`config.mk`:
```
export PLATFORM = sky130hd
export DESIGN_NAME = mem_stage_resp_ctl
export DESIGN_NICKNAME = d
export VERILOG_FILES = /design/src/rtl/mem_stage_resp_ctl_pkg.sv /design/src/rtl/mem_stage_resp_ctl_cancel_cnt.sv /design/src/rtl/mem_stage_resp_ctl.sv
export SDC_FILE = /design/constraint.sdc
export NUM_CORES = 1
export LEC_CHECK = 0
export BUFFER_PORTS_ARGS = -buffer_cell sky130_fd_sc_hd__buf_4
export CORE_AREA = 2 2 234 236
export CTS_BUF_LIST = sky130_fd_sc_hd__clkbuf_8
export DETAILED_ROUTE_END_ITERATION = 16
export DIE_AREA = 0 0 236 238
export PLACE_DENSITY = 0.46
export RECOVER_POWER = 50
export SLEW_MARGIN = 20
export SYNTH_ARGS = -nofsm -noshare
export SYNTH_HDL_FRONTEND = slang
export SYNTH_SLANG_ARGS = --single-unit
export TNS_END_PERCENT = 30
```
`constraint.sdc`:
```
create_clock -name clk -period 3.7 [get_ports clk]
set_clock_uncertainty 0.05 [all_clocks]
set_input_delay 0.37 -clock clk [delete_from_list [all_inputs] [get_ports clk]]
set_output_delay 0.37 -clock clk [all_outputs]
set_load 0.01 [all_outputs]
```
`src/rtl/mem_stage_resp_ctl_pkg.sv`:
```
// Shared widths, cancel-counter sizing helper and response-routing type
// for the MEM-stage response controller.
package mem_stage_resp_ctl_pkg;

    // Stage bus widths (EXE->MEM and MEM->WB carry the same payload).
    localparam int LineExToNextBusWidth = 260;
    localparam int LineMmToNextBusWidth = 260;

    // Data-cache read data width.
    localparam int MEM_DATA_W = 32;

    // Default number of orphaned responses that can be tracked.
    localparam int MEM_MAX_CANCEL = 3;

    // Width needed to count 0..max_cancel.
    function automatic int cancel_cnt_width(input int max_cancel);
        return $clog2(max_cancel + 1);
    endfunction

    // Where an incoming data_ok goes.
    typedef enum logic [1:0] {
        RESP_NONE = 2'd0,
        RESP_DROP = 2'd1,
        RESP_SLOT = 2'd2
    } resp_route_e;

endpackage

```
`src/rtl/mem_stage_resp_ctl_cancel_cnt.sv`:
```
// Saturating counter of cache responses whose owners were flushed.
// Counts up by 0..2 on a flush and down by 1 per dropped response.
module mem_resp_cancel_cnt
    import mem_stage_resp_ctl_pkg::*;
#(
    parameter int MAX_CANCEL = MEM_MAX_CANCEL,
    parameter int CNT_W      = cancel_cnt_width(MAX_CANCEL)
) (
    input  logic       clk,
    input  logic       rst,
    input  logic       i_dec,
    input  logic [1:0] i_inc,
    output logic       o_zero,
    output logic       o_block
);

    logic [CNT_W-1:0] r_cnt;
    logic [CNT_W+1:0] w_sum;
    logic [CNT_W-1:0] w_cnt_nxt;

    // Next count: consume the dropped response first, then add the new orphans.
    // NOTE: every signal driven here gets a default first so no latch is inferred.
    always_comb begin
        w_sum = {2'b00, r_cnt} + {{CNT_W{1'b0}}, i_inc};
        if (i_dec && (r_cnt != '0)) begin
            w_sum = w_sum - (CNT_W+2)'(1);
        end
        w_cnt_nxt = w_sum[CNT_W-1:0];
        if (w_sum > (CNT_W+2)'(MAX_CANCEL)) begin
            w_cnt_nxt = CNT_W'(MAX_CANCEL);
        end
    end

    // Counter register.
    // NOTE: sequential state uses non-blocking assignments so all flops update together.
    always_ff @(posedge clk) begin
        if (rst) begin
            r_cnt <= '0;
        end else begin
            r_cnt <= w_cnt_nxt;
        end
    end

    assign o_zero  = (r_cnt == '0);
    assign o_block = (r_cnt > CNT_W'(MAX_CANCEL - 2));

endmodule

```
`src/rtl/mem_stage_resp_ctl.sv`:
```
// MEM-stage slot with cache response tracking: waits for data_ok, buffers
// read data while WB stalls, and drops responses orphaned by a flush.
module mem_stage_resp_ctl
    import mem_stage_resp_ctl_pkg::*;
#(
    parameter int PAYLOAD_W  = LineExToNextBusWidth,
    parameter int DATA_W     = MEM_DATA_W,
    parameter int MAX_CANCEL = MEM_MAX_CANCEL,
    parameter int CNT_W      = cancel_cnt_width(MAX_CANCEL)
) (
    input  logic                 clk,
    input  logic                 rst,
    input  logic                 pre_to_now_valid_i,
    input  logic [PAYLOAD_W-1:0] pre_to_ibus,
    input  logic                 pre_req_issued_i,
    input  logic                 pre_req_pending_i,
    output logic                 now_allowin_o,
    input  logic                 excep_flush_i,
    input  logic                 data_ok_i,
    input  logic [DATA_W-1:0]    rdata_i,
    input  logic                 next_allowin_i,
    output logic                 now_to_next_valid_o,
    output logic [PAYLOAD_W-1:0] to_next_obus,
    output logic [DATA_W-1:0]    rdata_o,
    output logic                 req_block_o
);

    logic                 r_valid;
    logic                 r_pending;
    logic                 r_rbuf_valid;
    logic [PAYLOAD_W-1:0] r_payload;
    logic [DATA_W-1:0]    r_rbuf;

    resp_route_e          w_route;
    logic                 w_cnt_zero;
    logic                 w_cnt_block;
    logic                 w_drop;
    logic                 w_slot_hit;
    logic                 w_ready_go;
    logic                 w_slot_write;
    logic                 w_slot_leave;
    logic                 w_capture;
    logic [1:0]           w_cnt_inc;

    // Route each response: drop while orphans are outstanding, else it is the slot's.
    always_comb begin
        w_route = RESP_NONE;
        if (data_ok_i) begin
            w_route = w_cnt_zero ? RESP_SLOT : RESP_DROP;
        end
    end

    assign w_drop     = (w_route == RESP_DROP);
    assign w_slot_hit = (w_route == RESP_SLOT);

    // Handshake: a live slot response releases the slot in the same cycle.
    assign w_ready_go          = ~r_pending | r_rbuf_valid | w_slot_hit;
    assign now_allowin_o       = ~r_valid | (w_ready_go & next_allowin_i);
    assign now_to_next_valid_o = r_valid & w_ready_go & ~excep_flush_i;
    assign w_slot_write        = pre_to_now_valid_i & now_allowin_o & ~excep_flush_i;
    assign w_slot_leave        = now_to_next_valid_o & next_allowin_i;
    assign w_capture           = w_slot_hit & r_valid & r_pending & ~w_slot_leave & ~excep_flush_i;

    // On a flush, the slot's unanswered request and any EXE request become orphans.
    assign w_cnt_inc = excep_flush_i
                     ? ({1'b0, r_pending & ~w_slot_hit} + {1'b0, pre_req_pending_i})
                     : 2'b00;

    mem_resp_cancel_cnt #(
        .MAX_CANCEL (MAX_CANCEL),
        .CNT_W      (CNT_W)
    ) u_cancel_cnt (
        .clk     (clk),
        .rst     (rst),
        .i_dec   (w_drop),
        .i_inc   (w_cnt_inc),
        .o_zero  (w_cnt_zero),
        .o_block (w_cnt_block)
    );

    // Stop new requests when the counter is near full, or when a flush of the
    // waiting slot could push it over while orphans are still outstanding.
    assign req_block_o = w_cnt_block | (r_pending & r_valid & ~w_ready_go & ~w_cnt_zero);

    // Slot occupancy, pending flag, buffer flag and payload latch.
    always_ff @(posedge clk) begin
        if (rst) begin
            r_valid      <= 1'b0;
            r_pending    <= 1'b0;
            r_rbuf_valid <= 1'b0;
            r_payload    <= '0;
        end else if (excep_flush_i) begin
            r_valid      <= 1'b0;
            r_pending    <= 1'b0;
            r_rbuf_valid <= 1'b0;
        end else if (w_slot_write) begin
            r_valid      <= 1'b1;
            r_pending    <= pre_req_issued_i;
            r_rbuf_valid <= 1'b0;
            r_payload    <= pre_to_ibus;
        end else if (w_slot_leave) begin
            r_valid      <= 1'b0;
            r_pending    <= 1'b0;
            r_rbuf_valid <= 1'b0;
        end else if (w_capture) begin
            r_pending    <= 1'b0;
            r_rbuf_valid <= 1'b1;
        end
    end

    // Hold the slot's read data while WB is stalled.
    // NOTE: r_rbuf is only observed while r_rbuf_valid is set, so it carries no reset.
    always_ff @(posedge clk) begin
        if (w_capture) begin
            r_rbuf <= rdata_i;
        end
    end

    assign to_next_obus = r_payload;
    assign rdata_o      = r_rbuf_valid ? r_rbuf : rdata_i;

    // A response with no orphan to cancel must belong to a waiting slot.
    a_resp_has_owner: assert property (@(posedge clk) disable iff (rst)
        !(data_ok_i && w_cnt_zero && !(r_valid && r_pending)));

endmodule

```
# After elaboration in Yosys (flattened, before gate mapping)
# Cells that the tools add are included.
# classes
eq_ne	2
n_lt_le_gt_ge	2
n_bitwise	25
n_reduce_logical	8
add_sub_neg	3
n_mux	11
# op_table
operator	n
two-way mux 32 bit	1
bitwise AND 1 bit	14
two-way mux 2 bit	4
inverter 1 bit	7
two-way mux 1 bit	5
> comparator 4 x 2 -> 1 bit, second input constant	1
two-way mux 4 bit	1
bitwise OR 1 bit	4
nonzero test 2 bit	2
OR reduction 4 bit	1
subtractor 4 x 1 -> 4 bit, second input constant	1
adder 2 x 2 -> 3 bit	1
nonzero test 3 bit	1
adder 1 x 1 -> 2 bit	1
equality test 2 x 1 -> 1 bit, second input constant	1
equality test 2 bit, second input constant	1
> comparator 2 x 1 -> 1 bit, second input constant	1
logical NOT 2 bit	1
AND reduction 2 bit	1
OR reduction 2 bit	1
logical AND 1 bit	1
# totals
elab_cells	57
ff_bits	297
output_inout_bits	295
in_bits	300

# Logic depth before layout (Yosys ltp)
# Gate-level depths: netlist of the first run.
# logic_depth
depth_word	14
ltp_mapped	12
depth_no_buf	12

# Modules after synthesis
# Synthesis of the first run repeated with hierarchy kept, for this count alone.
# hier_totals
cells_unflattened	1242
area_unflattened_um2	13335.3
# by_module_without_submodules
module	area_per_inst_um2	seq_area_each_um2	cells_per_inst	instances
mem_stage_resp_ctl	13168.9	6226.0	1225	1
mem_resp_cancel_cnt	166.4	40.0	17	1

# Worst setup path before layout of the first run
# Ideal clock, no wire load.
# synth_path
kind	input to register
from	input port data_ok_i
to	register r_rbuf[0] (enable)
setup_ns	0.461
cell_stages	3
required_ns	3.189
arrival_time_ns	2.963
setup_slack_ns	0.226
n_path_buf	0
path_cell_list	nor3b_4 -> nand2_1 -> nor3_1
# synth_between
elab_chain_cells	9
elab_cells_between_ends	11
classes_between	eq/ne (1); mux (1); bitwise (9)
# synth_rtl
element	line_no	source
from (decl)	mem_stage_resp_ctl.sv:19	input logic data_ok_i,
two-way mux 2 bit *	mem_stage_resp_ctl.sv:48	if (data_ok_i) begin
equality test 2 bit *	mem_stage_resp_ctl.sv:54	assign w_slot_hit = (w_route == RESP_SLOT);
bitwise OR 1 bit	mem_stage_resp_ctl.sv:57	assign w_ready_go = ~r_pending | r_rbuf_valid | w_slot_hit;
bitwise AND 1 bit (2 in series)	mem_stage_resp_ctl.sv:59	assign now_to_next_valid_o = r_valid & w_ready_go & ~excep_flush_i;
bitwise AND 1 bit	mem_stage_resp_ctl.sv:61	assign w_slot_leave = now_to_next_valid_o & next_allowin_i;
inverter 1 bit	mem_stage_resp_ctl.sv:62	assign w_capture = w_slot_hit & r_valid & r_pending & ~w_slot_leave & ~excep_flush_i;
bitwise AND 1 bit * (2 in series)	mem_stage_resp_ctl.sv:62	
net w_capture	mem_stage_resp_ctl.sv:42	logic w_capture;
to (signal assigned)	mem_stage_resp_ctl.sv:115	r_rbuf <= rdata_i;
to (decl)	mem_stage_resp_ctl.sv:32	logic [DATA_W-1:0] r_rbuf;
# Mark *: on every way through the listed nets, which the timed path passes. The rest lies on a longest branch.
# A chain may end at the register's enable or synchronous reset.

# Worst setup path in the final report of the first run
# layout_path
from	register u_cancel_cnt.r_cnt[0]
to	register r_rbuf[14] (enable)
# layout_between
elab_chain_cells	11
elab_cells_between_ends	13
classes_between	eq/ne (1); mux (2); bitwise (9); reduce/logical (1)
# layout_rtl
element	line_no	source
from (decl)	mem_stage_resp_ctl_cancel_cnt.sv:17	logic [CNT_W-1:0] r_cnt;
from (signal assigned)	mem_stage_resp_ctl_cancel_cnt.sv:40	r_cnt <= w_cnt_nxt;
logical NOT 2 bit *	mem_stage_resp_ctl_cancel_cnt.sv:44	assign o_zero = (r_cnt == '0);
two-way mux 2 bit *	mem_stage_resp_ctl.sv:49	w_route = w_cnt_zero ? RESP_SLOT : RESP_DROP;
two-way mux 2 bit *	mem_stage_resp_ctl.sv:48	
equality test 2 bit *	mem_stage_resp_ctl.sv:54	
bitwise OR 1 bit	mem_stage_resp_ctl.sv:57	
bitwise AND 1 bit (2 in series)	mem_stage_resp_ctl.sv:59	
bitwise AND 1 bit	mem_stage_resp_ctl.sv:61	
inverter 1 bit	mem_stage_resp_ctl.sv:62	
bitwise AND 1 bit * (2 in series)	mem_stage_resp_ctl.sv:62	
net w_capture	mem_stage_resp_ctl.sv:42	
# Marks and branches as above.

==> impl_results.html, run 1 <==
<table>
<tr><th>Metric</th><th>Value</th></tr>
<tr><th colspan="2">Placement</th></tr>
<tr><td>Gp weighted congestion</td><td>0.762</td></tr>
<tr><td>Number of port buffers</td><td>594</td></tr>
<tr><td>Standard cell area after detailed placement</td><td>15700 µm²</td></tr>
<tr><td>Final HPWL DP</td><td>28.0 mm</td></tr>
<tr><td>Pre-CTS worst setup slack</td><td>0.766 ns</td></tr>
<tr><th colspan="2">Synthesis</th></tr>
<tr><td>Fraction of the yosys area taken by sequential cells</td><td>58.4%</td></tr>
<tr><td>Gate Count Post-Synth</td><td>1242</td></tr>
<tr><td>Number of synthesized register bits</td><td>297</td></tr>
<tr><td>Fraction of synthesis flops using an asynchronous set or reset pin</td><td>0%</td></tr>
<tr><td>Main area contributors after synthesis</td><td>sky130_fd_sc_hd__dfxtp_1 (49%), sky130_fd_sc_hd__nand2_1 (18%), sky130_fd_sc_hd__a21oi_1 (12%)</td></tr>
<tr><td>Synthesized area per cell</td><td>8.64 µm²</td></tr>
<tr><td>Cell type with the highest aggregate area in the netlist</td><td>sky130_fd_sc_hd__dfxtp_1</td></tr>
<tr><td>Post-synth cell types</td><td>35</td></tr>
<tr><td>Post-synth EDFFs</td><td>32</td></tr>
<tr><td>Post-synth design cell area</td><td>10700 µm²</td></tr>
<tr><td>Ys flop type</td><td>sky130_fd_sc_hd__dfxtp_1</td></tr>
<tr><td>Total of warnings raised by yosys</td><td>0</td></tr>
<tr><td>Portion of synthesized cell area occupied by the leading cell type</td><td>49.5%</td></tr>
<tr><td>Nets in the synthesized netlist</td><td>1546</td></tr>
<tr><th colspan="2">Die</th></tr>
<tr><td># rows</td><td>85</td></tr>
<tr><td>Area of the die</td><td>56200 µm²</td></tr>
<tr><td>Count of boundary I/O pins</td><td>595</td></tr>
<tr><td>Core footprint</td><td>53500 µm²</td></tr>
<tr><td>Die width</td><td>236 µm</td></tr>
<tr><td>Die boundary height</td><td>238 µm</td></tr>
<tr><td>Effective utilization at floorplan</td><td>20.1%</td></tr>
<tr><th colspan="2">Setup path</th></tr>
<tr><td>Arrival time of the worst setup path</td><td>3.02 ns</td></tr>
<tr><td>Startpoint types</td><td>flop</td></tr>
<tr><td>Critical path capture point type</td><td>flop</td></tr>
<tr><td>CP max FO</td><td>32</td></tr>
<tr><td>Path type of the worst setup path</td><td>flop to flop</td></tr>
<tr><td>Data required time at the worst endpoint</td><td>3.84 ns</td></tr>
<tr><th colspan="2">Global route</th></tr>
<tr><td>Initial antenna violation count</td><td>2</td></tr>
<tr><td>First-pass GRT wire length</td><td>65.1 mm</td></tr>
<tr><td>Final global-route overflow total</td><td>0</td></tr>
<tr><td>Maximum number of pins on one net before global-route repair</td><td>140</td></tr>
<tr><td>All-Layer GR Usage</td><td>14.3%</td></tr>
<tr><td>Via count of the first global-routing pass</td><td>11987</td></tr>
<tr><th colspan="2">Route</th></tr>
<tr><td>DR pass1 iterations</td><td>4</td></tr>
<tr><td>Total Routed Length</td><td>42.2 mm</td></tr>
<tr><td>Number of violations reported at the end of detailed-routing iteration 0</td><td>393</td></tr>
<tr><td>Average routed wire per standard cell</td><td>14.8 µm</td></tr>
<tr><td>Count of antenna-violating nets left after detailed routing</td><td>0</td></tr>
<tr><td>Routed via count</td><td>11627</td></tr>
<tr><td>Total DRC errors in the routed layout</td><td>0</td></tr>
<tr><td>DR vias/cell</td><td>4.09</td></tr>
<tr><th colspan="2">Finish</th></tr>
<tr><td>Syn-to-layout area delta</td><td>74.5%</td></tr>
<tr><td>Fin area</td><td>18700 µm²</td></tr>
<tr><td>Post-layout nets</td><td>2412</td></tr>
<tr><td>Antenna cells</td><td>0</td></tr>
<tr><td>Most common cell after layout, fill and taps aside</td><td>sky130_fd_sc_hd__nand2_1</td></tr>
<tr><td>Core Util, Final</td><td>35.0%</td></tr>
<tr><td>Share of cells above drive strength 1</td><td>20.8%</td></tr>
<tr><td>Commonest cells after routing, fill and taps aside</td><td>sky130_fd_sc_hd__nand2_1 (524), sky130_fd_sc_hd__buf_4 (306), sky130_fd_sc_hd__dlygate4sd3_1 (293), sky130_fd_sc_hd__dfxtp_1 (265), sky130_fd_sc_hd__clkbuf_1 (264)</td></tr>
<tr><th colspan="2">Timing</th></tr>
<tr><td>Unrepaired setup endpoints after global routing</td><td>no</td></tr>
<tr><td>Relative max-transition margin</td><td>-26.3%</td></tr>
<tr><td>Least-Margin Pin Slew</td><td>1.89 ns</td></tr>
<tr><td>Final clock period utilization by the worst path</td><td>77.8%</td></tr>
<tr><td>Setup violation total in the final timing report</td><td>0</td></tr>
<tr><td>Final min period</td><td>2.88 ns</td></tr>
<tr><td>Max Clock Freq</td><td>348 MHz</td></tr>
<tr><td>Pins over their slew limit</td><td>33</td></tr>
<tr><td>Min Hold Slack</td><td>0.0630 ns</td></tr>
<tr><td>Slack of the critical path</td><td>0.823 ns</td></tr>
<tr><td>Final hold violations</td><td>0</td></tr>
<tr><td>Setup_tns</td><td>0 ns</td></tr>
<tr><th colspan="2">Pwr</th></tr>
<tr><td>Sequential share of power</td><td>45.1%</td></tr>
<tr><td>Logic gate share of total power</td><td>15.2%</td></tr>
<tr><td>Peak supply drop</td><td>0.000225 V</td></tr>
<tr><td>Int Pwr</td><td>0.00567 W</td></tr>
<tr><td>Static Leak</td><td>7.45 nW</td></tr>
<tr><td>Fraction of power spent switching nets</td><td>26.3%</td></tr>
<tr><td>Part of the power in the clock network</td><td>39.8%</td></tr>
<tr><td>Total power density per cell area</td><td>411 nW/µm²</td></tr>
<tr><td>Switching pwr</td><td>0.00203 W</td></tr>
<tr><th colspan="2">Clocking</th></tr>
<tr><td>Sink Count</td><td>297</td></tr>
<tr><td>Total clock buffers created by CTS</td><td>55</td></tr>
<tr><td>Quantity of gates resized following cts</td><td>0</td></tr>
<tr><td>Clock slew at reported path FFs</td><td>0.06 ns</td></tr>
<tr><td>Root Buffer Master</td><td>sky130_fd_sc_hd__clkbuf_8</td></tr>
<tr><td># Post-CTS Setup Buffers</td><td>0</td></tr>
<tr><td>Clock Latency Late Sink</td><td>0.60 ns</td></tr>
<tr><td>Clock Path Buffers</td><td>3</td></tr>
<tr><td>H-Tree Level Count</td><td>2</td></tr>
<tr><td>Clock tree from TritonCTS</td><td>done</td></tr>
<tr><th colspan="2">Run status</th></tr>
<tr><td>Violated checks</td><td>capacitance limit, slew limit</td></tr>
<tr><td>Result of the run</td><td>finished with violations</td></tr>
<tr><th colspan="2">Job</th></tr>
<tr><td>Max capacitance violation total</td><td>1</td></tr>
<tr><th colspan="2">Min path</th></tr>
<tr><td>Hold Crit Class</td><td>primary input to flop</td></tr>
</table>
[metrics by stage]
step	total power, W	cells
3_5_place_dp	0.00456	2454
4_1_cts	0.00798	2844
3_3_place_gp	0.00455	2454
2_1_floorplan	0.00396	1242
5_1_grt	0.00811	2844
6_report	0.00770	2844
[flip-flops by register name, indices dropped and copies added (netlist names)]
name / cells
r_valid: 1
u_cancel_cnt.r_cnt: 2
r_pending: 1
r_rbuf_valid: 1
to_next_obus: 260
r_rbuf: 32
[per-layer routing]
layer	wire, µm	track usage [%]
met5	26	0
met4	1430	6.04
met3	2990	4.55
met2	21000	25.2
met1	16700	16.0
[power groups by stage]
stage / sequential (W) / combinational, W / clock [W]
after floorplan: 0.00359 / 0.000367 / 0
after global placement: 0.00353 / 0.00102 / 0
after detailed placement: 0.00354 / 0.00102 / 0
after CTS: 0.00347 / 0.00129 / 0.00322
after global routing: 0.00349 / 0.00127 / 0.00335
final: 0.00347 / 0.00117 / 0.00306
[final cells by class]
cell class	instances	area, µm²
clock buffer	66	908
sequential	297	6270
tap	696	871
clock inverter	31	145
multi-input combinational	850	3930
inverter	4	15.0
fill	5775	34800
timing repair buffer	900	6590
[synthesized netlist by cell type (2+ instances only)]
master                        n
sky130_fd_sc_hd__a211oi_1     2
sky130_fd_sc_hd__a21oi_1    261
sky130_fd_sc_hd__and2_1       2
sky130_fd_sc_hd__buf_1        3
sky130_fd_sc_hd__buf_2       25
sky130_fd_sc_hd__buf_4       23
sky130_fd_sc_hd__buf_6        9
sky130_fd_sc_hd__clkbuf_1    30
sky130_fd_sc_hd__dfxtp_1    265
sky130_fd_sc_hd__edfxtp_1    32
sky130_fd_sc_hd__ha_1         3
sky130_fd_sc_hd__inv_1        4
sky130_fd_sc_hd__mux2_2      32
sky130_fd_sc_hd__nand2_1    524
sky130_fd_sc_hd__nand2b_1     2
sky130_fd_sc_hd__nor2_1       4
sky130_fd_sc_hd__nor3_1       2
sky130_fd_sc_hd__o2111ai_1    2
[logic make-up after synthesis]
logic type	Yosys count	synth area share (%)
simple gates	540	19.4
flops	297	58.4
compound gates	273	13.1
buf+inv	95	5.16
mux	32	3.36
fa+ha+maj	4	0.537
xor+xnor	1	0.0817
[path summary, 6_finish.rpt]
kind,start,endpoint,slack [ns],cells after the start
setup / recovery,u_cancel_cnt.r_cnt[0]$_SDFF_PP0_,r_rbuf[14]$_DFFE_PP_,0.82,4
hold / removal,pre_to_ibus[176],to_next_obus[176]$_SDFFE_PP0P_,0.06,3
setup reg to reg,u_cancel_cnt.r_cnt[0]$_SDFF_PP0_,r_rbuf[14]$_DFFE_PP_,0.82,4
hold reg to reg,to_next_obus[66]$_SDFFE_PP0P_,to_next_obus[66]$_SDFFE_PP0P_,0.40,2
[critical path, cell delays in order (launching register included)]
cell                       delay [ns]
sky130_fd_sc_hd__dfxtp_1         0.36
sky130_fd_sc_hd__nor3b_4         0.38
sky130_fd_sc_hd__nand2_1         0.09
sky130_fd_sc_hd__nor3_1          0.18
sky130_fd_sc_hd__clkbuf_1        1.38
[timing repair]
action | CTS | global route
hold buffers | 293 | 0
setup endpoints to repair | 0 | 0
hold endpoints to repair | 294 | 0
Power figures use the tool's default switching activity.
==> run 2: changes to the inputs <==
- ABC_AREA: not set -> 1
- CORE_AREA: 2 2 234 236 -> 2 2 230 232
- DIE_AREA: 0 0 236 238 -> 0 0 232 234
- PLACE_DENSITY: 0.46 -> 0.48
- clock period: 3.7 -> 2.3 ns (I/O delays scaled with it)
==> impl_results.html, run 2 <==
<table>
<tr><th>Metric</th><th>Value</th></tr>
<tr><th colspan="2">Placement</th></tr>
<tr><td>Gp weighted congestion</td><td>0.772</td></tr>
<tr><td>Number of port buffers</td><td>594</td></tr>
<tr><td>Final HPWL DP</td><td>30.3 mm</td></tr>
<tr><td>Standard cell area after detailed placement</td><td>16400 µm²</td></tr>
<tr><td>Pre-CTS worst setup slack</td><td>-0.0396 ns</td></tr>
<tr><th colspan="2">Finish</th></tr>
<tr><td>Share of cells above drive strength 1</td><td>22.5%</td></tr>
<tr><td>Most common cell after layout, fill and taps aside</td><td>sky130_fd_sc_hd__buf_4</td></tr>
<tr><td>Fillers</td><td>5478</td></tr>
<tr><td>Fin area</td><td>19600 µm²</td></tr>
<tr><td>Syn-to-layout area delta</td><td>74.7%</td></tr>
<tr><td>Commonest cells after routing, fill and taps aside</td><td>sky130_fd_sc_hd__buf_4 (327), sky130_fd_sc_hd__dlygate4sd3_1 (295), sky130_fd_sc_hd__clkbuf_1 (270), sky130_fd_sc_hd__nand2_1 (267)</td></tr>
<tr><td>Max reg flops</td><td>260</td></tr>
<tr><td>Core Util, Final</td><td>37.6%</td></tr>
<tr><td>Post-layout nets</td><td>2458</td></tr>
<tr><th colspan="2">Job</th></tr>
<tr><td>Max capacitance violation total</td><td>0</td></tr>
<tr><th colspan="2">Global route</th></tr>
<tr><td>Final global-route overflow total</td><td>0</td></tr>
<tr><td>Met1 routing resource usage after global routing</td><td>18.4%</td></tr>
<tr><td>Global-route track usage on met3</td><td>4.46%</td></tr>
<tr><td>First-pass GRT wire length</td><td>69.2 mm</td></tr>
<tr><td>Maximum number of pins on one net before global-route repair</td><td>72</td></tr>
<tr><td>Initial antenna violation count</td><td>1</td></tr>
<tr><td>All-Layer GR Usage</td><td>16.0%</td></tr>
<tr><td>Global routing met2 resource utilization</td><td>27.9%</td></tr>
<tr><td>Via count of the first global-routing pass</td><td>12456</td></tr>
<tr><td>Highest-utilization routing layer at the global route stage</td><td>met2</td></tr>
<tr><th colspan="2">Setup path</th></tr>
<tr><td>Arrival time of the worst setup path</td><td>2.68 ns</td></tr>
<tr><td>Flop-to-flop setup slack</td><td>0.03 ns</td></tr>
<tr><td>CP peak stage delay</td><td>0.52 ns</td></tr>
<tr><td>Crit path top cell by count</td><td>sky130_fd_sc_hd__nand2_1</td></tr>
<tr><td>Worst-path cell chain</td><td>nor2_4, a21oi_2, ha_1, nand2_1, inv_1, ha_2, fa_1, inv_2, ha_4, nand2_1, o21ai_1, a21oi_1</td></tr>
<tr><td>Startpoint types</td><td>flop</td></tr>
<tr><td>Path type of the worst setup path</td><td>flop to flop</td></tr>
<tr><td>Buffering stage count on the worst path with inverters included</td><td>2</td></tr>
<tr><td>Critical path capture point type</td><td>flop</td></tr>
<tr><td>Kind of cell adding the most delay to the critical path</td><td>adder cells</td></tr>
<tr><td>CP max FO</td><td>2</td></tr>
<tr><td>Slowest cell on crit path</td><td>sky130_fd_sc_hd__fa_1</td></tr>
<tr><td>Data required time at the worst endpoint</td><td>2.71 ns</td></tr>
<tr><th colspan="2">Die</th></tr>
<tr><td># rows</td><td>84</td></tr>
<tr><td>Die width</td><td>232 µm</td></tr>
<tr><td>Count of boundary I/O pins</td><td>595</td></tr>
<tr><td>Area of the die</td><td>54300 µm²</td></tr>
<tr><td>Effective utilization at floorplan</td><td>21.5%</td></tr>
<tr><td>Core footprint</td><td>52000 µm²</td></tr>
<tr><td>Die boundary height</td><td>234 µm</td></tr>
<tr><th colspan="2">Clocking</th></tr>
<tr><td>Root Buffer Master</td><td>sky130_fd_sc_hd__clkbuf_8</td></tr>
<tr><td>Sink Count</td><td>297</td></tr>
<tr><td>Clock Latency Late Sink</td><td>0.60 ns</td></tr>
<tr><td>Total clock buffers created by CTS</td><td>55</td></tr>
<tr><td>Clock slew at reported path FFs</td><td>0.06 ns</td></tr>
<tr><td>H-Tree Level Count</td><td>2</td></tr>
<tr><td>Clock Path Buffers</td><td>3</td></tr>
<tr><td>Clock tree from TritonCTS</td><td>done</td></tr>
<tr><th colspan="2">Timing</th></tr>
<tr><td>Final hold violations</td><td>0</td></tr>
<tr><td>Slack of the critical path</td><td>0.0313 ns</td></tr>
<tr><td>Unrepaired setup endpoints after global routing</td><td>yes</td></tr>
<tr><td>Pins over their slew limit</td><td>0</td></tr>
<tr><td>Least-Margin Pin Slew</td><td>0.557 ns</td></tr>
<tr><td>Max Clock Freq</td><td>441 MHz</td></tr>
<tr><td>Final clock period utilization by the worst path</td><td>98.6%</td></tr>
<tr><td>Final min period</td><td>2.27 ns</td></tr>
<tr><td>Relative max-transition margin</td><td>62.8%</td></tr>
<tr><td>Setup violation total in the final timing report</td><td>0</td></tr>
<tr><th colspan="2">Synthesis</th></tr>
<tr><td>Fraction of the yosys area taken by sequential cells</td><td>56.0%</td></tr>
<tr><td>Post-synth EDFFs</td><td>32</td></tr>
<tr><td>Synthesized area per cell</td><td>8.74 µm²</td></tr>
<tr><td>Gate Count Post-Synth</td><td>1281</td></tr>
<tr><td>Fraction of synthesis flops using an asynchronous set or reset pin</td><td>0%</td></tr>
<tr><td>Post-synth cell types</td><td>25</td></tr>
<tr><td>Post-synth design cell area</td><td>11200 µm²</td></tr>
<tr><td>Nets in the synthesized netlist</td><td>1585</td></tr>
<tr><td>Most frequent cell after synthesis</td><td>sky130_fd_sc_hd__nand2_1</td></tr>
<tr><td>Cell type with the highest aggregate area in the netlist</td><td>sky130_fd_sc_hd__dfxtp_1</td></tr>
<tr><td>Main area contributors after synthesis</td><td>sky130_fd_sc_hd__dfxtp_1 (47%), sky130_fd_sc_hd__a21oi_1 (12%), sky130_fd_sc_hd__nand3_1 (12%)</td></tr>
<tr><td>Synth cell count leaders</td><td>sky130_fd_sc_hd__nand2_1 (269), sky130_fd_sc_hd__a21oi_1 (265), sky130_fd_sc_hd__dfxtp_1 (265), sky130_fd_sc_hd__nand3_1 (265), sky130_fd_sc_hd__clkbuf_1 (46)</td></tr>
<tr><td>Portion of synthesized cell area occupied by the leading cell type</td><td>47.4%</td></tr>
<tr><td>Number of synthesized register bits</td><td>297</td></tr>
<tr><td>Ys flop type</td><td>sky130_fd_sc_hd__dfxtp_1</td></tr>
<tr><td>Total of warnings raised by yosys</td><td>0</td></tr>
<tr><th colspan="2">Min path</th></tr>
<tr><td>Hold Crit Class</td><td>primary input to flop</td></tr>
<tr><th colspan="2">Pwr</th></tr>
<tr><td>Peak supply drop</td><td>0.000561 V</td></tr>
<tr><td>Total power density per cell area</td><td>663 nW/µm²</td></tr>
<tr><td>Static Leak</td><td>7.70 nW</td></tr>
<tr><th colspan="2">Route</th></tr>
<tr><td>Total Routed Length</td><td>47.4 mm</td></tr>
<tr><td>Average routed wire per standard cell</td><td>16.4 µm</td></tr>
<tr><td>Count of antenna-violating nets left after detailed routing</td><td>0</td></tr>
<tr><td>Total DRC errors in the routed layout</td><td>0</td></tr>
<tr><td>DR pass1 iterations</td><td>4</td></tr>
<tr><td>DR vias/cell</td><td>4.38</td></tr>
<tr><td>Routed via count</td><td>12610</td></tr>
<tr><td>Number of violations reported at the end of detailed-routing iteration 0</td><td>523</td></tr>
<tr><th colspan="2">Run status</th></tr>
<tr><td>Result of the run</td><td>finished, final reports clean</td></tr>
</table>
-- run 2: through the flow --
step	cells	setup TNS, ns	total power [W]	hold WS (ns)
3_5_place_dp	2483	-0.0699	0.00760	0.369
5_1_grt	2880	-10.34	0.0136	0.0681
3_3_place_gp	2483	-0.125	0.00758	0.368
4_1_cts	2877	-0.0416	0.0134	0.0192
2_1_floorplan	1281	0	0.00649	0.279
6_report	2881	0	0.0130	0.0805
-- run 2: routing by layer --
layer  part of all wire, %  wire length [µm]  vias to the layer above
met5                     0                 0                        -
met4                   3.1              1470                        0
met3                   6.7              3200                       91
met2                    50             23500                      450
met1                    40             19200                     5926
li1                      -                 -                     6143
-- run 2: what timing repair did --
item	4_1_cts	5_1_grt
gates cloned	3	2
buffers inserted	3	0
setup endpoints to repair	29	169
hold endpoints to repair	295	0
resized for setup	19	1
hold buffers	295	0
pin swaps	10	7
-- run 2: path summary, 6_finish.rpt --
| check | startpoint | to | cells after the start |
|---|---|---|---|
| setup / recovery | u_cancel_cnt.r_cnt[0]$_SDFF_PP0_ | u_cancel_cnt.r_cnt[1]$_SDFF_PP0_ | 12 |
| hold / removal | rst | to_next_obus[243]$_SDFFE_PP0P_ | 2 |
| setup reg to reg | u_cancel_cnt.r_cnt[0]$_SDFF_PP0_ | u_cancel_cnt.r_cnt[1]$_SDFF_PP0_ | 12 |
| hold reg to reg | to_next_obus[250]$_SDFFE_PP0P_ | to_next_obus[250]$_SDFFE_PP0P_ | 2 |
-- run 2: cell families (layout without fill, tap and decap cells) --
group / count (synthesis) / in the layout / synth area share, %
and+or+nand+nor: 547 / 549 / 21.5
DFF: 297 / 297 / 56.0
AOI/OAI and AO/OA: 269 / 269 / 12.1
buffers and inverters: 131 / 1039 / 6.60
muxes: 32 / 32 / 3.22
adders and majority gates: 4 / 4 / 0.514
xor gates and xnor gates: 1 / 1 / 0.0782
other: 0 / 2 / 0
-- run 2: final cells by class --
type,count,area (µm²),area share [%]
Antenna cell,2,5.00,0.0256
Clock buffer,72,991,5.06
Clock inverter,22,109,0.556
Inverter,11,41.3,0.211
Multi-Input combinational cell,855,4280,21.9
Sequential cell,297,6270,32.0
Tap cell,688,861,4.40
Timing Repair Buffer,934,7020,35.9
-- run 2: power by group --
| part | total, W | internal, W | switching, W |
|---|---|---|---|
| Sequential | 0.00560 | 0.00547 | 0.000131 |
| Combinational | 0.00227 | 0.00121 | 0.00106 |
| Clock | 0.00510 | 0.00286 | 0.00223 |
| Total | 0.0130 | 0.00954 | 0.00342 |
==> run 3: changes to the inputs <==
- REMOVE_ABC_BUFFERS: not set -> 1
==> impl_results.html, run 3 (synthesized netlist as in run 2, its figures left out) <==
<table>
<tr><th>Metric</th><th>Value</th></tr>
<tr><th colspan="2">Route</th></tr>
<tr><td>Total DRC errors in the routed layout</td><td>0</td></tr>
<tr><td>DR pass1 iterations</td><td>5</td></tr>
<tr><td>Number of violations reported at the end of detailed-routing iteration 0</td><td>433</td></tr>
<tr><td>DR vias/cell</td><td>4.37</td></tr>
<tr><td>Count of antenna-violating nets left after detailed routing</td><td>0</td></tr>
<tr><td>Average routed wire per standard cell</td><td>16.1 µm</td></tr>
<tr><td>Routed via count</td><td>12699</td></tr>
<tr><td>Total Routed Length</td><td>46.9 mm</td></tr>
<tr><th colspan="2">Run status</th></tr>
<tr><td>Violated checks</td><td>setup timing</td></tr>
<tr><td>Result of the run</td><td>finished with violations</td></tr>
<tr><th colspan="2">Die</th></tr>
<tr><td>Die width</td><td>232 µm</td></tr>
<tr><td>Die boundary height</td><td>234 µm</td></tr>
<tr><td># rows</td><td>84</td></tr>
<tr><td>Area of the die</td><td>54300 µm²</td></tr>
<tr><td>Effective utilization at floorplan</td><td>21.5%</td></tr>
<tr><td>Count of boundary I/O pins</td><td>595</td></tr>
<tr><td>Core footprint</td><td>52000 µm²</td></tr>
<tr><th colspan="2">Timing</th></tr>
<tr><td>Relative max-transition margin</td><td>45.0%</td></tr>
<tr><td>Slack of the critical path</td><td>-0.0505 ns</td></tr>
<tr><td>Unrepaired setup endpoints after global routing</td><td>yes</td></tr>
<tr><td>Pins over their slew limit</td><td>0</td></tr>
<tr><td>Setup_tns</td><td>-0.0982 ns</td></tr>
<tr><td>Final min period</td><td>2.35 ns</td></tr>
<tr><td>Max Clock Freq</td><td>425 MHz</td></tr>
<tr><td>Least-Margin Pin Slew</td><td>0.825 ns</td></tr>
<tr><td>Final clock period utilization by the worst path</td><td>102%</td></tr>
<tr><td>Final hold violations</td><td>0</td></tr>
<tr><td>Setup violation total in the final timing report</td><td>2</td></tr>
<tr><th colspan="2">Placement</th></tr>
<tr><td>Number of port buffers</td><td>594</td></tr>
<tr><td>Pre-CTS worst setup slack</td><td>-0.0382 ns</td></tr>
<tr><td>Final HPWL DP</td><td>31.6 mm</td></tr>
<tr><td>Placed cell count</td><td>2494</td></tr>
<tr><td>Gp weighted congestion</td><td>0.782</td></tr>
<tr><th colspan="2">Finish</th></tr>
<tr><td>Final standard cell count with taps included and fillers excluded</td><td>2903</td></tr>
<tr><td>Max reg flops</td><td>260</td></tr>
<tr><td>Commonest cells after routing, fill and taps aside</td><td>sky130_fd_sc_hd__buf_4 (342), sky130_fd_sc_hd__dlygate4sd3_1 (298), sky130_fd_sc_hd__clkbuf_1 (268), sky130_fd_sc_hd__nand2_1 (266)</td></tr>
<tr><td>Share of cells above drive strength 1</td><td>23.4%</td></tr>
<tr><td>Post-layout nets</td><td>2472</td></tr>
<tr><td>Syn-to-layout area delta</td><td>76.1%</td></tr>
<tr><td>Most common cell after layout, fill and taps aside</td><td>sky130_fd_sc_hd__buf_4</td></tr>
<tr><th colspan="2">Min path</th></tr>
<tr><td>Hold Crit Class</td><td>primary input to flop</td></tr>
<tr><th colspan="2">Pwr</th></tr>
<tr><td>Part of the power in the clock network</td><td>40.5%</td></tr>
<tr><td>Static Leak</td><td>7.77 nW</td></tr>
<tr><td>Switching pwr</td><td>0.00359 W</td></tr>
<tr><td>Logic gate share of total power</td><td>17.6%</td></tr>
<tr><td>Int Pwr</td><td>0.00977 W</td></tr>
<tr><td>Peak supply drop</td><td>0.000389 V</td></tr>
<tr><td>Sequential share of power</td><td>42.0%</td></tr>
<tr><td>Fraction of power spent switching nets</td><td>26.9%</td></tr>
<tr><td>Total power density per cell area</td><td>677 nW/µm²</td></tr>
<tr><th colspan="2">Setup path</th></tr>
<tr><td>Arrival time of the worst setup path</td><td>2.80 ns</td></tr>
<tr><td>Kind of cell adding the most delay to the critical path</td><td>adder cells</td></tr>
<tr><td>CP max FO</td><td>2</td></tr>
<tr><td>Crit path top cell by count</td><td>sky130_fd_sc_hd__a21oi_2</td></tr>
<tr><td>Startpoint types</td><td>flop</td></tr>
<tr><td>Path type of the worst setup path</td><td>flop to flop</td></tr>
<tr><td>CP peak stage delay</td><td>0.58 ns</td></tr>
<tr><td>Critical path capture point type</td><td>flop</td></tr>
<tr><td>Buffering stage count on the worst path with inverters included</td><td>2</td></tr>
<tr><td>Worst-path cell chain</td><td>nor2_4, a21oi_2, ha_1, nand2_1, inv_1, ha_2, fa_1, inv_2, ha_4, nand2_2, o21ai_2, a21oi_2</td></tr>
<tr><td>Data required time at the worst endpoint</td><td>2.75 ns</td></tr>
<tr><td>Slowest cell on crit path</td><td>sky130_fd_sc_hd__fa_1</td></tr>
<tr><th colspan="2">Global route</th></tr>
<tr><td>Maximum number of pins on one net before global-route repair</td><td>58</td></tr>
<tr><td>All-Layer GR Usage</td><td>15.9%</td></tr>
<tr><td>Final global-route overflow total</td><td>0</td></tr>
<tr><td>Initial antenna violation count</td><td>1</td></tr>
<tr><td>Via count of the first global-routing pass</td><td>12443</td></tr>
<tr><td>First-pass GRT wire length</td><td>68.4 mm</td></tr>
<tr><th colspan="2">Clocking</th></tr>
<tr><td>H-Tree Level Count</td><td>2</td></tr>
<tr><td>Clock Latency Late Sink</td><td>0.62 ns</td></tr>
<tr><td>Total clock buffers created by CTS</td><td>56</td></tr>
<tr><td>Sink Count</td><td>297</td></tr>
<tr><td>Clock slew at reported path FFs</td><td>0.06 ns</td></tr>
<tr><td>Clock Path Buffers</td><td>3</td></tr>
<tr><td>Clock tree from TritonCTS</td><td>done</td></tr>
<tr><td>Root Buffer Master</td><td>sky130_fd_sc_hd__clkbuf_8</td></tr>
<tr><th colspan="2">Job</th></tr>
<tr><td>Max capacitance violation total</td><td>0</td></tr>
</table>
-- run 3: cell count changes in the layout (fill, tap and decap cells not counted), moves of 2 or more --
cell                            before  now
sky130_fd_sc_hd__bufinv_16           1    3
sky130_fd_sc_hd__clkinv_2            0    5
sky130_fd_sc_hd__clkinvlp_4          0    2
sky130_fd_sc_hd__a21oi_2             1    3
sky130_fd_sc_hd__buf_12             13   11
sky130_fd_sc_hd__clkbuf_8           73   71
sky130_fd_sc_hd__buf_4             327  342
sky130_fd_sc_hd__a21oi_1           264  262
sky130_fd_sc_hd__clkbuf_1          270  268
sky130_fd_sc_hd__clkbuf_4           22   24
sky130_fd_sc_hd__inv_1              30   33
sky130_fd_sc_hd__dlygate4sd3_1     295  298
-- run 3: repair_timing --
| action | in CTS | in global routing |
|---|---|---|
| hold buffers | 298 | 0 |
| pin swaps | 2 | 7 |
| buffers inserted | 2 | 2 |
| resized for setup | 9 | 16 |
| gates cloned | 2 | 0 |
| hold endpoints to repair | 295 | 0 |
| setup endpoints to repair | 26 | 3 |
-- run 3: power groups by stage --
stage | Combinational, W | Clock [W] | Sequential [W]
3_5_place_dp | 0.00189 | 0 | 0.00570
2_1_floorplan | 0.000578 | 0 | 0.00580
4_1_cts | 0.00236 | 0.00561 | 0.00560
6_report | 0.00234 | 0.00540 | 0.00560
5_1_grt | 0.00254 | 0.00583 | 0.00562
3_3_place_gp | 0.00187 | 0 | 0.00570
-- run 3: worst paths after layout --
check                              startpoint                                to  slack [ns]  cells after the start
max          u_cancel_cnt.r_cnt[1]$_SDFF_PP0_  u_cancel_cnt.r_cnt[1]$_SDFF_PP0_       -0.05                     12
min                                       rst     to_next_obus[16]$_SDFFE_PP0P_        0.05                      2
max reg2reg  u_cancel_cnt.r_cnt[1]$_SDFF_PP0_  u_cancel_cnt.r_cnt[1]$_SDFF_PP0_       -0.05                     12
min reg2reg     to_next_obus[32]$_SDFFE_PP0P_     to_next_obus[32]$_SDFFE_PP0P_        0.41                      2
-- run 3: per-layer routing --
metal / track usage [%] / routed length (µm) / up-vias
li1: - / - / 6174
met1: 17.9 / 18600 / 5949
met2: 28.0 / 23200 / 482
met3: 4.74 / 3500 / 94
met4: 6.39 / 1540 / 0
met5: 0 / 0 / -
-- run 3: cell type report --
type,count,area [µm²]
Clock inverter,34,220
Multi-Input combinational cell,854,4310
Fill cell,5429,32300
Antenna cell,1,2.50
Inverter,11,41.3
Timing Repair Buffer,948,7050
Sequential cell,297,6270
Clock buffer,70,963
Tap cell,688,861
-- run 3: stage by stage --
step	instance area, µm²	power, W	hold WS (ns)	util (%)
2_1_floorplan	10500	0.00638	0.249	-
3_3_place_gp	16400	0.00757	0.368	31.5
3_5_place_dp	16400	0.00759	0.370	31.5
4_1_cts	20700	0.0136	0.00302	39.7
5_1_grt	19700	0.0140	0.0543	37.9
6_report	19700	0.0134	0.0516	37.9
-- run 3: worst reg2reg max path, stage by stage (launching register included) --
cell and delay [ns]:
sky130_fd_sc_hd__dfxtp_2 0.33, sky130_fd_sc_hd__nor2_4 0.11, sky130_fd_sc_hd__a21oi_2 0.06, sky130_fd_sc_hd__ha_1 0.26, sky130_fd_sc_hd__nand2_1 0.06, sky130_fd_sc_hd__inv_1 0.05, sky130_fd_sc_hd__ha_2 0.18, sky130_fd_sc_hd__fa_1 0.58
sky130_fd_sc_hd__inv_2 0.07, sky130_fd_sc_hd__ha_4 0.26, sky130_fd_sc_hd__nand2_2 0.05, sky130_fd_sc_hd__o21ai_2 0.10, sky130_fd_sc_hd__a21oi_2 0.07
